### src/rtl/mips_muldiv_ctrl.sv
// Iterative MULT/MULTU/DIV/DIVU sequencer feeding the HI/LO register pair.
// Command handshake: start is taken only while busy is low (IDLE), together
// with op and operands; busy then stays high until the result cycle ends.
// done (mirrored on hi_we/lo_we) is high for exactly one cycle, in which
// hi_out/lo_out carry the new result. A start seen while busy is dropped.
// The multiply is shift-add and the divide is restoring, each handling one bit per cycle.
module mips_muldiv_ctrl #(
    parameter int WIDTH = 32
) (
    input  logic             clk,
    input  logic             rst_n,
    input  logic             start,
    input  logic [1:0]       op,
    input  logic [WIDTH-1:0] operand_a,
    input  logic [WIDTH-1:0] operand_b,
    output logic             busy,
    output logic             done,
    output logic             hi_we,
    output logic             lo_we,
    output logic [WIDTH-1:0] hi_out,
    output logic [WIDTH-1:0] lo_out,
    output logic [1:0]       dbg_state
);

    localparam int CNT_W = $clog2(WIDTH);
    localparam logic [CNT_W-1:0] CNT_INIT = CNT_W'(WIDTH - 1);

    // FIX applies the sign correction and registers HI/LO; DONE presents them.
    typedef enum logic [1:0] {
        S_IDLE = 2'd0,
        S_CALC = 2'd1,
        S_FIX  = 2'd2,
        S_DONE = 2'd3
    } state_t;

    state_t             state_q, state_d;
    logic [CNT_W-1:0]   cnt_q, cnt_d;
    logic               is_div_q, is_div_d;
    logic               is_signed_q, is_signed_d;
    logic               sa_q, sa_d;
    logic               sb_q, sb_d;
    logic               b_zero_q, b_zero_d;
    logic [WIDTH-1:0]   a_raw_q, a_raw_d;
    logic [WIDTH-1:0]   opnd_q, opnd_d;     // multiplicand or divisor
    logic [WIDTH-1:0]   acc_hi_q, acc_hi_d; // product high half / remainder
    logic [WIDTH-1:0]   acc_lo_q, acc_lo_d; // multiplier-then-product low / quotient
    logic [WIDTH-1:0]   hi_q, hi_d;
    logic [WIDTH-1:0]   lo_q, lo_d;

    logic [WIDTH-1:0]   a_abs, b_abs;
    logic [WIDTH:0]     mul_sum;
    logic [WIDTH:0]     div_shift;
    logic               div_ge;
    logic [WIDTH-1:0]   div_trial;
    logic [2*WIDTH-1:0] prod, prod_fix;
    logic [WIDTH-1:0]   quot_fix, rem_fix;

    // Signed ops work on magnitudes; the signs are reapplied in FIX.
    assign a_abs = (op[0] & operand_a[WIDTH-1]) ? -operand_a : operand_a;
    assign b_abs = (op[0] & operand_b[WIDTH-1]) ? -operand_b : operand_b;

    // One shift-add step: conditional add into the upper half keeps its carry.
    assign mul_sum = {1'b0, acc_hi_q} + (acc_lo_q[0] ? {1'b0, opnd_q} : '0);

    // One restoring step: shift {rem,quot} left and try subtracting the divisor.
    assign div_shift = {acc_hi_q, acc_lo_q[WIDTH-1]};
    assign div_ge    = div_shift >= {1'b0, opnd_q};
    assign div_trial = WIDTH'(div_shift - {1'b0, opnd_q});

    assign prod     = {acc_hi_q, acc_lo_q};
    assign prod_fix = (is_signed_q & (sa_q ^ sb_q)) ? -prod : prod;
    assign quot_fix = (is_signed_q & (sa_q ^ sb_q)) ? -acc_lo_q : acc_lo_q;
    assign rem_fix  = (is_signed_q & sa_q) ? -acc_hi_q : acc_hi_q;

    // Next-state and datapath update for the sequencer.
    always_comb begin
        state_d     = state_q;
        cnt_d       = cnt_q;
        is_div_d    = is_div_q;
        is_signed_d = is_signed_q;
        sa_d        = sa_q;
        sb_d        = sb_q;
        b_zero_d    = b_zero_q;
        a_raw_d     = a_raw_q;
        opnd_d      = opnd_q;
        acc_hi_d    = acc_hi_q;
        acc_lo_d    = acc_lo_q;
        hi_d        = hi_q;
        lo_d        = lo_q;
        case (state_q)
            S_IDLE: begin
                if (start) begin
                    is_div_d    = op[1];
                    is_signed_d = op[0];
                    sa_d        = op[0] & operand_a[WIDTH-1];
                    sb_d        = op[0] & operand_b[WIDTH-1];
                    b_zero_d    = (operand_b == '0);
                    a_raw_d     = operand_a;
                    opnd_d      = op[1] ? b_abs : a_abs;
                    acc_hi_d    = '0;
                    acc_lo_d    = op[1] ? a_abs : b_abs;
                    cnt_d       = CNT_INIT;
                    state_d     = S_CALC;
                end
            end
            S_CALC: begin
                if (!is_div_q) begin
                    acc_hi_d = mul_sum[WIDTH:1];
                    acc_lo_d = {mul_sum[0], acc_lo_q[WIDTH-1:1]};
                end else if (div_ge) begin
                    acc_hi_d = div_trial;
                    acc_lo_d = {acc_lo_q[WIDTH-2:0], 1'b1};
                end else begin
                    acc_hi_d = div_shift[WIDTH-1:0];
                    acc_lo_d = {acc_lo_q[WIDTH-2:0], 1'b0};
                end
                cnt_d = cnt_q - 1'b1;
                if (cnt_q == '0) begin
                    state_d = S_FIX;
                end
            end
            S_FIX: begin
                if (!is_div_q) begin
                    {hi_d, lo_d} = prod_fix;
                end else if (b_zero_q) begin
                    // Divide by zero returns the dividend as given, whatever the sign mode.
                    hi_d = a_raw_q;
                    lo_d = '1;
                end else begin
                    hi_d = rem_fix;
                    lo_d = quot_fix;
                end
                state_d = S_DONE;
            end
            default: begin
                state_d = S_IDLE;
            end
        endcase
    end

    // State and datapath registers; reset aborts any operation in flight.
    always_ff @(posedge clk) begin
        if (!rst_n) begin
            state_q     <= S_IDLE;
            cnt_q       <= '0;
            is_div_q    <= 1'b0;
            is_signed_q <= 1'b0;
            sa_q        <= 1'b0;
            sb_q        <= 1'b0;
            b_zero_q    <= 1'b0;
            a_raw_q     <= '0;
            opnd_q      <= '0;
            acc_hi_q    <= '0;
            acc_lo_q    <= '0;
            hi_q        <= '0;
            lo_q        <= '0;
        end else begin
            state_q     <= state_d;
            cnt_q       <= cnt_d;
            is_div_q    <= is_div_d;
            is_signed_q <= is_signed_d;
            sa_q        <= sa_d;
            sb_q        <= sb_d;
            b_zero_q    <= b_zero_d;
            a_raw_q     <= a_raw_d;
            opnd_q      <= opnd_d;
            acc_hi_q    <= acc_hi_d;
            acc_lo_q    <= acc_lo_d;
            hi_q        <= hi_d;
            lo_q        <= lo_d;
        end
    end

    assign busy      = (state_q != S_IDLE);
    assign done      = (state_q == S_DONE);
    assign hi_we     = done;
    assign lo_we     = done;
    assign hi_out    = hi_q;
    assign lo_out    = lo_q;
    assign dbg_state = state_q;

endmodule

### config.mk
export PLATFORM = sky130hd
export DESIGN_NAME = mips_muldiv_ctrl
export DESIGN_NICKNAME = d
export VERILOG_FILES = /design/src/rtl/mips_muldiv_ctrl.sv
export SDC_FILE = /design/constraint.sdc
export NUM_CORES = 1
export LEC_CHECK = 0
export CAP_MARGIN = 20
export CORE_MARGIN = 1
export CORE_UTILIZATION = 45
export CTS_CLUSTER_DIAMETER = 100
export DETAILED_ROUTE_END_ITERATION = 10
export SLEW_MARGIN = 20
export SYNTH_ARGS = -nofsm -noshare
export SYNTH_HDL_FRONTEND = slang
export SYNTH_SLANG_ARGS = --single-unit
### constraint.sdc
create_clock -name clk -period 3.6 [get_ports clk]
set_input_delay 0.72 -clock clk [delete_from_list [all_inputs] [get_ports clk]]
set_output_delay 0.72 -clock clk [all_outputs]
set_load 0.05 [all_outputs]
## Word level (Yosys, flattened, before mapping)

Cells that the tools add are included.

| storage, ports and cells | value |
|---|---|
| flip-flop bits (word level) | 204 |
| output and inout bits | 70 |

| cells by class | value |
|---|---|
| add/subtract/negate cells | 8 |
| $lt $le $gt $ge | 1 |
| eq/ne operators | 5 |
| mux-type cells | 25 |
| bitwise logic cells | 5 |
| reduce and logical (&&, ||, !) cells | 8 |

Operator list:

| cell | number |
|---|---|
| 32-bit 2-to-1 mux | 16 |
| 32-bit negator | 4 |
| 32-bit case mux with 2 select lines | 2 |
| 64-bit 2-to-1 mux | 1 |
| 64-bit negator | 1 |
| 32-bit by 32-bit adder with 33-bit output | 1 |
| 33-bit by 32-bit greater-or-equal comparator with 1-bit output | 1 |
| 32-bit zero test | 1 |
| 32-bit subtractor | 1 |
| 5-bit case mux with 2 select lines | 1 |
| 2-bit case mux with 3 select lines | 1 |
| 2-bit AND reduction | 3 |
| 5-bit zero test | 1 |
| 5-bit 2-to-1 mux | 1 |
| 5-bit by 1-bit subtractor with 5-bit output, second input constant | 1 |
| 1-bit bitwise AND | 4 |
| 2-bit == test, second input constant | 2 |
| 2-bit 2-to-1 mux | 2 |
| 2-bit != test, second input constant | 2 |
| 2-bit nonzero test | 2 |
| 2-bit by 1-bit == test with 1-bit output, second input constant | 1 |
| 2-bit zero test | 1 |
| 1-bit 2-to-1 mux | 1 |
| 1-bit XOR | 1 |

## Logic depth before layout (Yosys ltp)

| depth | value |
|---|---|
| word-level depth | 5 |
| mapped depth | 14 |

## Worst setup path after synthesis

No wires, ideal clock.

| timing | value |
|---|---|
| path kind | input port to flip-flop |
| from | input port operand_b[12] |
| to | register acc_lo_q[30] |
| setup time | 122 ps |
| arrival time | 2823 ps |
| required time | 3478 ps |
| slack | 655 ps |
| stages | 8 |
| path buffers | 0 |
| path through | or4_4 or4_4 nor3b_4 nand2_2 o41ai_2 xor2_1 mux2i_1 a221o_1 |

| on the way | value |
|---|---|
| word-level cells in the longest chain between the ends | 5 |

RTL lines:

| element | line | text |
|---|---|---|
| start: declaration | 15 | `input logic [WIDTH-1:0] operand_b,` |
| 32-bit negator | 60 | `assign b_abs = (op[0] & operand_b[WIDTH-1]) ? -operand_b : operand_b;` |
| 32-bit 2-to-1 mux | 60 |  |
| 32-bit 2-to-1 mux | 101 | `acc_lo_d = op[1] ? a_abs : b_abs;` |
| 32-bit 2-to-1 mux | 92 | `if (start) begin` |
| 32-bit case mux with 2 select lines | 90 | `case (state_q)` |
| end signal: assignment | 168 | `acc_lo_q <= acc_lo_d;` |
| end: declaration | 46 | `logic [WIDTH-1:0] acc_lo_q, acc_lo_d;` |

Every way passes these cells. The select of a mux whose other input is x is not followed.
A chain may end at the register's enable or synchronous reset.

## Final worst setup path

| timing | value |
|---|---|
| from | input port operand_a[4] |
| to | register opnd_q[18] |

| on the way | value |
|---|---|
| word-level cells in the longest chain between the ends | 3 |

RTL lines:

| element | line | text |
|---|---|---|
| start: declaration | 14 | `input logic [WIDTH-1:0] operand_a,` |
| 32-bit negator | 59 | `assign a_abs = (op[0] & operand_a[WIDTH-1]) ? -operand_a : operand_a;` |
| 32-bit 2-to-1 mux | 59 |  |
| 32-bit 2-to-1 mux | 99 | `opnd_d = op[1] ? b_abs : a_abs;` |
| end signal: assignment | 166 | `opnd_q <= opnd_d;` |
| end: declaration | 44 | `logic [WIDTH-1:0] opnd_q, opnd_d;` |

Every way passes these cells.

==> impl_metrics.prom <==
# TYPE chip_impl_metric gauge
chip_impl_metric{name="finalNonFillerCells",unit=""} 2833
chip_impl_metric{name="track_usage",unit="%"} 35.2
chip_impl_metric{name="leakagePower",unit="uW"} 0.00768
chip_impl_metric{name="critPathBufInv",unit=""} 2
chip_impl_metric{name="max_cap_viol_count",unit=""} 0
chip_impl_metric{name="max-slew-margin-rel",unit="%"} 29.5
chip_impl_metric{name="maximum_clock_frequency",unit="MHz"} 291
chip_impl_metric{name="crit_path_max_fanout",unit=""} 6
chip_impl_info{name="timing.critical_path.to_type",value="flip-flop"} 1
chip_impl_metric{name="dieArea",unit="um2"} 36400
chip_impl_metric{name="synth_top_cell_area_share",unit="%"} 25.5
chip_impl_metric{name="totalNegativeSetupSlack",unit="ns"} 0
chip_impl_info{name="rsz0062_at_grt",value="no"} 1
chip_impl_metric{name="pin_count",unit=""} 139
chip_impl_metric{name="worst_pin_slew",unit="ns"} 1.05
chip_impl_metric{name="cts.reportedPaths.clkPinSlew",unit="ns"} 0.06
chip_impl_metric{name="syn-instance-count",unit=""} 2215
chip_impl_info{name="critical_path.slowest_cell",value="sky130_fd_sc_hd__a211oi_1"} 1
chip_impl_metric{name="grt_first_pass_wirelength",unit="um"} 98300
chip_impl_metric{name="synth_fp_nets",unit=""} 2360
chip_impl_metric{name="skew_final",unit="ns"} 0.0121
chip_impl_metric{name="asyncSetResetFlopFracSynth",unit="%"} 0
chip_impl_metric{name="cts.sinks",unit=""} 204
chip_impl_info{name="crit_path_cell_trace",value="clkdlybuf4s50_1 > or4_1 > nor4b_2 > buf_4 > a31o_2 > xor2_1 > nor2_1 > a211oi_1 > a211oi_1"} 1
chip_impl_metric{name="viasPerCell",unit=""} 6.07
chip_impl_metric{name="routabilityCongestion",unit=""} 0.988
chip_impl_info{name="criticalPathCategory",value="in -> reg"} 1
chip_impl_info{name="gr-max-usage-layer",value="met2"} 1
chip_impl_metric{name="yosysSeqAreaShare",unit="%"} 25.5
chip_impl_metric{name="timing.critical_path.required",unit="ns"} 3.99
chip_impl_metric{name="grt_antenna_before_repair",unit=""} 0
chip_impl_metric{name="cts_max_path_buffers",unit=""} 3
chip_impl_metric{name="power-per-cell-area",unit="nW/um2"} 660
chip_impl_metric{name="cts.htree.levels",unit=""} 1
chip_impl_metric{name="detail_route.drc_violations",unit=""} 0
chip_impl_metric{name="placementRows",unit=""} 68
chip_impl_metric{name="holdWs",unit="ns"} 0.438
chip_impl_metric{name="post-place-cells",unit=""} 2788
chip_impl_metric{name="design.core.area",unit="um2"} 34800
chip_impl_info{name="min-delay-path-class",value="reg -> reg"} 1
chip_impl_metric{name="met1_usage",unit="%"} 47.2
chip_impl_metric{name="route.antenna.remaining_nets",unit=""} 0
chip_impl_metric{name="drt_wl_total",unit="um"} 64700
chip_impl_info{name="ys_dominant_reg_cell",value="sky130_fd_sc_hd__dfxtp_1"} 1
chip_impl_info{name="synth_area_leaders",value="sky130_fd_sc_hd__dfxtp_1, sky130_fd_sc_hd__a21oi_1, sky130_fd_sc_hd__nand2_1"} 1
chip_impl_metric{name="final_design_area_no_fill",unit="um2"} 19300
chip_impl_metric{name="fp.dieW",unit="um"} 191
chip_impl_metric{name="vias_in_the_first_global_route",unit=""} 16406
chip_impl_metric{name="floorplan.die.height",unit="um"} 191
chip_impl_metric{name="num-nets-final",unit=""} 2505
chip_impl_info{name="outcome",value="complete, no violations"} 1
chip_impl_info{name="worst_path_dominant_cell_family",value="compound AO/OA/AOI/OAI gates"} 1
chip_impl_metric{name="synth_enable_flop_cells",unit=""} 0
chip_impl_metric{name="synth_warnings",unit=""} 0
chip_impl_metric{name="hold_violations",unit=""} 0
chip_impl_metric{name="hpwl",unit="um"} 50300
chip_impl_metric{name="clock_insertion_delay_worst_skew",unit="ns"} 0.55
chip_impl_info{name="clock_tree_root_driver_cell",value="sky130_fd_sc_hd__clkbuf_16"} 1
chip_impl_metric{name="placed_cell_area",unit="um2"} 18500
chip_impl_metric{name="drt_first_pass_iters",unit=""} 5
chip_impl_metric{name="floorplan.initialDensity",unit="%"} 46.1
chip_impl_metric{name="final_report_setup_violation_count",unit=""} 0
chip_impl_metric{name="port_buffers",unit=""} 138
chip_impl_info{name="synth_area_leader_cell",value="sky130_fd_sc_hd__dfxtp_1"} 1
chip_impl_metric{name="gr-usage-met3",unit="%"} 3.33
chip_impl_metric{name="max_stage_delay",unit="ns"} 0.88
chip_impl_metric{name="syn2layout_area_growth",unit="%"} 20.7
chip_impl_metric{name="antenna-diode-count",unit=""} 0
chip_impl_metric{name="final_critical_path_required_period",unit="ns"} 3.43
chip_impl_info{name="worst_path_most_repeated_cell",value="sky130_fd_sc_hd__a211oi_1"} 1
chip_impl_metric{name="post_cts.repair.setup_buffers",unit=""} 0
chip_impl_metric{name="netlist_area",unit="um2"} 16000
chip_impl_metric{name="1st_iter_drt_viols",unit=""} 1477
chip_impl_info{name="crit_path_start_kind",value="input pin"} 1
chip_impl_metric{name="crit_arrival",unit="ns"} 3.82
chip_impl_metric{name="grt-ovfl-total",unit=""} 0
chip_impl_metric{name="ir_worst_vdd",unit="V"} 0.000647
chip_impl_metric{name="post_synth.cell_area_avg",unit="um2"} 7.24
chip_impl_metric{name="tritoncts.num_buffers",unit=""} 25
chip_impl_metric{name="fin_total_pwr",unit="uW"} 12800
chip_impl_metric{name="timing_max_transition_violations_final",unit=""} 0
chip_impl_metric{name="synth_seq_cells",unit=""} 204
chip_impl_metric{name="fin_crit_sh",unit="%"} 95.4
chip_impl_metric{name="groute.layer.met2.usage",unit="%"} 58.3
chip_impl_metric{name="drive_gt1_share",unit="%"} 9.88
chip_impl_metric{name="grt_start_max_net_pins",unit=""} 77
chip_impl_info{name="tritoncts",value="yes"} 1
chip_impl_metric{name="route.detailed.wl_per_inst",unit="um"} 22.8
chip_impl_metric{name="dr_total_vias",unit=""} 17189
chip_impl_metric{name="yosysUniqueCellTypes",unit=""} 83
==> synth_stat cells, types with 36 or more instances <==
cell,n
sky130_fd_sc_hd__xor2_1,91
sky130_fd_sc_hd__nor3_1,44
sky130_fd_sc_hd__nand2_1,268
sky130_fd_sc_hd__ha_1,74
sky130_fd_sc_hd__xnor2_1,111
sky130_fd_sc_hd__a31oi_1,39
sky130_fd_sc_hd__o21ai_0,189
sky130_fd_sc_hd__inv_1,76
sky130_fd_sc_hd__clkbuf_1,126
sky130_fd_sc_hd__dfxtp_1,204
sky130_fd_sc_hd__a211oi_1,36
sky130_fd_sc_hd__nor2_1,208
sky130_fd_sc_hd__a21oi_1,276
sky130_fd_sc_hd__mux2i_1,42
==> cell usage in the layout (no fill, tap or decap), types with 11 or more instances in the layout <==
master,synthesis,routed
sky130_fd_sc_hd__mux2_2,12,12
sky130_fd_sc_hd__o21a_1,15,15
sky130_fd_sc_hd__nand2b_1,18,18
sky130_fd_sc_hd__inv_1,76,76
sky130_fd_sc_hd__ha_1,74,73
sky130_fd_sc_hd__nand4_1,12,12
sky130_fd_sc_hd__a31oi_1,39,38
sky130_fd_sc_hd__nand2_1,268,267
sky130_fd_sc_hd__clkbuf_16,0,25
sky130_fd_sc_hd__buf_4,3,136
sky130_fd_sc_hd__o31ai_1,19,19
sky130_fd_sc_hd__nor2_1,208,207
sky130_fd_sc_hd__xnor2_1,111,111
sky130_fd_sc_hd__nor4_1,20,19
sky130_fd_sc_hd__o21ai_0,189,187
sky130_fd_sc_hd__dfxtp_1,204,202
sky130_fd_sc_hd__a221o_1,13,13
sky130_fd_sc_hd__clkdlybuf4s50_1,0,136
sky130_fd_sc_hd__a211oi_1,36,35
sky130_fd_sc_hd__nor3_1,44,44
sky130_fd_sc_hd__mux2i_1,42,42
sky130_fd_sc_hd__a21o_1,28,28
sky130_fd_sc_hd__nand3_1,32,32
sky130_fd_sc_hd__xor2_1,91,91
sky130_fd_sc_hd__o211ai_1,34,34
sky130_fd_sc_hd__a21oi_1,276,274
sky130_fd_sc_hd__or4_1,11,11
==> per-stage QoR <==
stage / util (%) / setup WS (ns)
3_3_place_gp: 53.0 / -0.361
5_1_grt: 55.6 / 0.00745
3_5_place_dp: 53.0 / -0.346
4_1_cts: 55.5 / 0.0170
6_report: 55.6 / 0.166
2_1_floorplan: - / 0.655
==> cell type report <==
type	instances	area (um2)
clock buffer	35	723
clock inverter	10	131
fill	3478	15400
inverter	79	297
multi-input combinational	1773	11100
sequential	204	4090
tap	455	569
timing repair buffer	277	2450
==> logic make-up (layout without fill, tap and decap cells) <==
logic type,after synthesis,after routing,share of synthesized area [%]
mux,54,54,3.46
xor+xnor,202,202,11.0
flops,204,204,25.5
simple gates,693,693,19.9
compound gates,748,748,28.3
buf+inv,238,401,5.81
fa+ha+maj,76,76,6.02
==> registers in the layout (all words and copies together), names as in the netlist <==
signal	cells
sa_q	1
dbg_state	2
lo_out	32
sb_q	1
is_signed_q	1
a_raw_q	32
opnd_q	32
hi_out	32
is_div_q	1
acc_lo_q	32
acc_hi_q	32
cnt_q	5
b_zero_q	1
==> worst register-to-register path: stages (launching register included) <==
cell and delay [ns]:
sky130_fd_sc_hd__dfxtp_1 0.36, sky130_fd_sc_hd__inv_1 0.15, sky130_fd_sc_hd__buf_12 0.20, sky130_fd_sc_hd__nor2_1 0.10, sky130_fd_sc_hd__ha_1 0.34, sky130_fd_sc_hd__o21ai_0 0.13
sky130_fd_sc_hd__o211ai_1 0.23, sky130_fd_sc_hd__nand3_1 0.25, sky130_fd_sc_hd__a211oi_2 0.43, sky130_fd_sc_hd__buf_4 0.20, sky130_fd_sc_hd__a21bo_2 0.19, sky130_fd_sc_hd__a211oi_1 0.10
sky130_fd_sc_hd__xnor2_1 0.31, sky130_fd_sc_hd__o211ai_1 0.13, sky130_fd_sc_hd__a21oi_1 0.21
==> timing repair <==
item                                   CTS  global route
hold buffers                             0             0
gates resized for setup                  0            12
endpoints found under the hold margin    0             0
setup endpoints to repair                0            27
==> worst paths after layout <==
| kind | startpoint | end | slack, ns | cells past startpoint |
|---|---|---|---|---|
| max | operand_a[4] | opnd_q[18] | 0.17 | 9 |
| min | hi_out[26] | hi_out[26] | 0.44 | 2 |
| max reg2reg | acc_lo_q[0] | acc_hi_q[28] | 0.19 | 14 |
| min reg2reg | hi_out[26] | hi_out[26] | 0.44 | 2 |
==> per-layer routing <==
layer | vias up | share of wire (%)
met2 | 670 | 46
met3 | 114 | 5.6
met1 | 8210 | 44
met4 | 0 | 3.7
li1 | 8195 | -
met5 | - | 0
==> power by group <==
part / internal, uW / total [uW] / switching [uW] / leakage, uW
Sequential: 2810 / 3400 / 595 / 0.00167
Combinational: 2360 / 6680 / 4320 / 0.00559
Clock: 1610 / 2680 / 1070 / 0.000423
Total: 6770 / 12800 / 5990 / 0.00768
Note: power is estimated with default switching activity, not from simulation.
